`config.mk`:
```
export PLATFORM = sky130hd
export DESIGN_NAME = reg_bank
export DESIGN_NICKNAME = d
export VERILOG_FILES = /design/src/rtl/cpu_pkg.sv /design/src/rtl/reg_bank_wr_counter.sv /design/src/rtl/reg_bank.sv
export SDC_FILE = /design/constraint.sdc
export NUM_CORES = 2
export LEC_CHECK = 0
export BUFFER_PORTS_ARGS = -buffer_cell sky130_fd_sc_hd__buf_2
export CORE_UTILIZATION = 55
export CTS_CLUSTER_DIAMETER = 150
export DETAILED_ROUTE_END_ITERATION = 16
export PLACE_DENSITY = 0.78
export SLEW_MARGIN = 15
export SYNTH_ARGS = -nofsm -noshare
export SYNTH_HDL_FRONTEND = slang
export SYNTH_HIERARCHICAL = 1
export SYNTH_SLANG_ARGS = --single-unit
```
`constraint.sdc`:
```
create_clock -name clk -period 2.2 [get_ports clk]
set_clock_uncertainty 0.2 [all_clocks]
set_input_delay 0.44 -clock clk [delete_from_list [all_inputs] [get_ports clk]]
set_output_delay 0.44 -clock clk [all_outputs]
set_load 0.1 [all_outputs]
```
`src/rtl/cpu_pkg.sv`:
```
// Shared CPU datapath types and register-file constants.
// Used by the register bank, the write-destination mux and the control unit.
package cpu_pkg;

  localparam int unsigned REG_AW        = 5;
  localparam int unsigned WORD_W        = 32;
  localparam int unsigned WR_CNT_W      = 16;
  localparam int unsigned NREGS_DEFAULT = 32;

  typedef logic [REG_AW-1:0] reg_addr_t;
  typedef logic [WORD_W-1:0] word_t;

  localparam reg_addr_t REG_ZERO         = 5'd0;
  localparam reg_addr_t REG_SP           = 5'd29;
  localparam reg_addr_t REG_RA           = 5'd31;
  localparam word_t     SP_RESET_DEFAULT = 32'd227;

  typedef struct packed {
    logic      en;
    reg_addr_t addr;
    word_t     data;
  } wr_req_t;

  // A write commits only when enabled and not aimed at $zero.
  function automatic logic wr_commits(input wr_req_t req);
    return req.en && (req.addr != REG_ZERO);
  endfunction

endpackage

```
`src/rtl/reg_bank_wr_counter.sv`:
```
// Wrapping committed-write counter with increment enable.
module reg_bank_wr_counter
  import cpu_pkg::*;
#(
  parameter int unsigned W = WR_CNT_W
) (
  input  logic         clk,
  input  logic         reset_n,
  input  logic         inc,
  output logic [W-1:0] count
);

  logic [W-1:0] count_q;
  logic [W-1:0] count_d;

  always_comb begin
    count_d = count_q;
    if (inc) begin
      count_d = count_q + W'(1);
    end
  end

  always_ff @(posedge clk or negedge reset_n) begin
    if (!reset_n) begin
      count_q <= '0;
    end else begin
      count_q <= count_d;
    end
  end

  assign count = count_q;

endmodule

```
`src/rtl/reg_bank.sv`:
```
// 32 x 32-bit register file with registered A/B read ports and $sp reset value.
// Define REG_BANK_BYPASS_EN to forward same-edge write data to colliding reads.
module reg_bank
  import cpu_pkg::*;
#(
  parameter word_t       SP_RESET = SP_RESET_DEFAULT,
  parameter int unsigned NREGS    = NREGS_DEFAULT
) (
  input  logic                clk,
  input  logic                reset_n,
  input  logic                rd_en,
  input  logic [REG_AW-1:0]   rs_addr,
  input  logic [REG_AW-1:0]   rt_addr,
  input  logic                wr_en,
  input  logic [REG_AW-1:0]   wr_addr,
  input  logic [WORD_W-1:0]   wr_data,
  output logic [WORD_W-1:0]   data_a,
  output logic [WORD_W-1:0]   data_b,
  output logic                rd_valid,
  output logic [WR_CNT_W-1:0] wr_count
);

  word_t   regs_q [NREGS];
  word_t   regs_d [NREGS];
  word_t   data_a_q, data_a_d;
  word_t   data_b_q, data_b_d;
  logic    rd_valid_q, rd_valid_d;
  wr_req_t wr_req;
  logic    wr_commit;
  word_t   rd_a, rd_b;

  assign wr_req    = '{en: wr_en, addr: wr_addr, data: wr_data};
  assign wr_commit = wr_commits(wr_req);

  // Array next-state: only committed writes touch the array.
  always_comb begin
    regs_d = regs_q;
    if (wr_commit) begin
      regs_d[wr_req.addr] = wr_req.data;
    end
  end

  // Read muxes; $zero is forced so the read never depends on array contents.
  always_comb begin
    rd_a = (rs_addr == REG_ZERO) ? '0 : regs_q[rs_addr];
    rd_b = (rt_addr == REG_ZERO) ? '0 : regs_q[rt_addr];
`ifdef REG_BANK_BYPASS_EN
    if (wr_commit && (wr_req.addr == rs_addr)) begin
      rd_a = wr_req.data;
    end
    if (wr_commit && (wr_req.addr == rt_addr)) begin
      rd_b = wr_req.data;
    end
`endif
  end

  always_comb begin
    data_a_d   = data_a_q;
    data_b_d   = data_b_q;
    rd_valid_d = rd_en;
    if (rd_en) begin
      data_a_d = rd_a;
      data_b_d = rd_b;
    end
  end

  always_ff @(posedge clk or negedge reset_n) begin
    if (!reset_n) begin
      for (int unsigned i = 0; i < NREGS; i++) begin
        regs_q[i] <= (i == 32'(REG_SP)) ? SP_RESET : '0;
      end
    end else begin
      for (int unsigned i = 0; i < NREGS; i++) begin
        regs_q[i] <= regs_d[i];
      end
    end
  end

  always_ff @(posedge clk or negedge reset_n) begin
    if (!reset_n) begin
      data_a_q   <= '0;
      data_b_q   <= '0;
      rd_valid_q <= 1'b0;
    end else begin
      data_a_q   <= data_a_d;
      data_b_q   <= data_b_d;
      rd_valid_q <= rd_valid_d;
    end
  end

  reg_bank_wr_counter #(
    .W(WR_CNT_W)
  ) u_wr_counter (
    .clk     (clk),
    .reset_n (reset_n),
    .inc     (wr_commit),
    .count   (wr_count)
  );

  assign data_a   = data_a_q;
  assign data_b   = data_b_q;
  assign rd_valid = rd_valid_q;

endmodule

```
==> impl_metrics.py <==
metrics = {
    "sta": {
        "fin_crit_sh": 0.998,
        "finalHoldViolations": 0,
        "drv_slew": 0,
        "fin_tns_setup_ns": 0,
        "min_period_ns": 2.20,
        "fin_hold_ws_ns": 0.0751,
        "fmax_mhz": 455,
        "rsz0062_at_grt": "no",
        "setup_viol": 0,
        "worst_pin_slew_ns": 0.662,
        "timing.final.ws_setup_ns": 0.00389,
        "relSlewSlack": 0.555,
    },
    "yosys": {
        "yosysWarnings": 6,
        "synthCells": 4074,
        "ys.flop_type": "dfrtp_1",
        "ys_seq_area_frac": 0.475,
        "synth-edff-count": 0,
        "syn_nets": 4126,
        "syn-cell-area_mm2": 0.0582,
        "synth_seq_cells": 1105,
        "syn_avg_cell_area_um2": 14.3,
        "synthArstFlopShare": 1.00,
        "synth_cell_types": 61,
    },
    "drt": {
        "ant_nets": 0,
        "drc_errors": 0,
        "drtIter0Drc": 4927,
        "drt_wl_total_um": 189000,
        "via_per_inst": 7.02,
        "dr_total_vias": 40900,
        "dr.pass1.iters": 5,
        "wl_per_cell_um": 32.4,
    },
    "final_layout": {
        "fill_cells": 7136,
        "final_cells": 5832,
        "final_util": 0.662,
        "drive_gt1_frac": 0.526,
        "nNetsFinal": 4407,
        "area_growth_pct": 18.7,
        "postLayoutCellArea_mm2": 0.0690,
    },
    "grt": {
        "grt_pass1_vias": 41700,
        "grt_pass1_wl_um": 280000,
        "grt_antenna_before_repair": 10,
        "grt.overflow.total": 0,
        "grt_usage": 0.356,
        "grt_start_max_net_pins": 82,
    },
    "critical_path": {
        "cp_slowest_stage_delay_ns": 0.53,
        "reg2reg_depth": 4,
        "critPathLaunch": "data_a[31]",
        "cp-end-kind": "output pin",
        "crit_fanout": 4,
        "cp_num_buf_inv": 1,
        "critical-path-top-delay-family": "flip-flops",
        "slowest_stage": "dfrtp_1",
        "setup.worst_path.start_class": "flop",
        "timing.rr.end": "data_a[31]",
        "crit_type": "reg -> out",
        "reg2reg_from": "regs_q[799]",
        "required_ns": 1.56,
        "cp.depth": 1,
        "crit_end": "data_a[31]",
        "r2r_slack_ns": 0.16,
        "cp.arrival_ns": 1.56,
        "crit_chain": "buf_6",
    },
    "pwr": {
        "p_per_area_mw_per_mm2": 919,
        "finalPower_mw": 63.4,
        "leakagePower_nw": 30.5,
        "ir_worst_vdd_mv": 0.955,
    },
    "run_status": {
        "outcome": "finished clean",
    },
    "clock_tree": {
        "cts.sinks": 1105,
        "cts_buffer_depth": 3,
        "cts_tree": "done",
        "insertion_delay_ns": 0.72,
        "cts_buffers": 113,
        "root_buffer": "clkbuf_16",
        "clk_pin_slew_ns": 0.07,
        "htree_num_levels": 3,
    },
    "floorplan": {
        "rows": 118,
        "die_h_um": 327,
        "die_w_um": 327,
        "initial_core_util": 0.558,
        "fp.coreArea_mm2": 0.104,
        "dieArea_mm2": 0.107,
        "ioPinCount": 132,
    },
    "place": {
        "hpwl_um": 125000,
        "dpl.cell_count": 5618,
        "dpl_worst_slack_ns": -0.443,
        "io_buffers": 131,
        "placed_area_mm2": 0.0647,
        "gp_congestion": 0.924,
    },
    "run": {
        "max-cap-violations": 0,
    },
    "worst_hold_path": {
        "worstHoldPathType": "in -> async",
    },
}
-- cell type report --
cell class              count  area [µm²]  area share
diodes                     11        27.5    0.000399
clock buffers             151        3210      0.0465
clock inverters            50         776      0.0112
inverters                   5        21.3    0.000308
multi-input cells        2525       29200       0.423
flip-flops and latches   1105       27700       0.401
well taps                1380        1730      0.0250
repair buffers            605        6370      0.0922
-- worst min-delay path by stage --
stage / from / endpoint / slack (ns) / depth (start not counted)
floorplan: reset_n / data_a[0] / -0.06 / 0
global placement: regs_q[1018] / regs_q[1018] / 0.18 / 0
detailed placement: regs_q[1001] / regs_q[1001] / 0.18 / 0
CTS: reset_n / regs_q[34] / 0.04 / 2
global route: reset_n / regs_q[34] / 0.07 / 2
finish: reset_n / regs_q[98] / 0.08 / 2
-- layer usage --
metal,part of all wire,GRT usage,up-vias
met5,0.000069,0,-
met4,0.066,0.195,2
met3,0.11,0.0926,667
met2,0.45,0.539,2565
met1,0.37,0.472,21500
li1,-,-,16100
-- registers in the layout, indices dropped and copies added, names as in the netlist --
signal              flops
data_b                 32
u_wr_counter/count     16
data_a                 32
regs_q               1024
rd_valid                1
-- cells in the mapped netlist (45+ instances only) --
cell type	instances	area [µm²]
clkbuf_1	265	995
mux4_2	389	8760
buf_2	96	480
nor2_1	119	447
buf_1	58	218
o21ai_0	45	225
a21oi_1	109	546
o22ai_1	72	450
dfrtp_1	1100	27500
mux2_2	1040	11700
nand2_1	104	390
mux2i_1	273	2730
-- report_power, final --
| group | switching (mW) | internal (mW) | total (mW) |
|---|---|---|---|
| Combinational | 7.16 | 7.84 | 15.0 |
| Sequential | 3.40 | 24.2 | 27.6 |
| Clock | 8.40 | 12.4 | 20.8 |
| Total | 19.0 | 44.5 | 63.4 |
-- cell usage in the layout, fill, tap and decap left out, types with 20 or more instances in the layout --
cell type / netlist / layout
buf_6: 1 / 21
mux2i_1: 273 / 273
nor2b_1: 34 / 33
mux2_2: 1040 / 1012
o21ai_0: 45 / 45
buf_4: 12 / 384
o22ai_1: 72 / 72
a211o_1: 31 / 31
a2111oi_4: 0 / 28
a22oi_1: 34 / 34
nor2_1: 119 / 103
buf_12: 7 / 145
mux4_2: 389 / 412
nor3_1: 25 / 25
a21oi_1: 109 / 109
buf_2: 96 / 47
mux2_4: 0 / 28
dfrtp_1: 1100 / 1089
nand3_1: 26 / 25
nand2_1: 104 / 87
clkbuf_16: 0 / 115
clkbuf_8: 0 / 20
-- kinds of logic (layout without fill, tap and decap cells) --
logic type / count (synthesis) / count (layout) / share of synthesized area
multiplexers: 1729 / 1729 / 0.410
AND/OR/NAND/NOR: 353 / 353 / 0.0279
adder cells (fa/ha/maj): 1 / 1 / 0.000215
buffers and inverters: 444 / 811 / 0.0336
AO/OA/AOI/OAI: 427 / 427 / 0.0505
other: 0 / 11 / 0
flip-flops: 1105 / 1105 / 0.475
XOR/XNOR: 15 / 15 / 0.00226
-- repair_timing --
action / in CTS / in global routing
setup endpoints to repair: 76 / 3
endpoints found under the hold margin: 397 / 0
hold buffers: 2 / 0
resized for setup: 102 / 3
setup buffers: 0 / 0
Note: power is estimated with default switching activity, not from simulation.
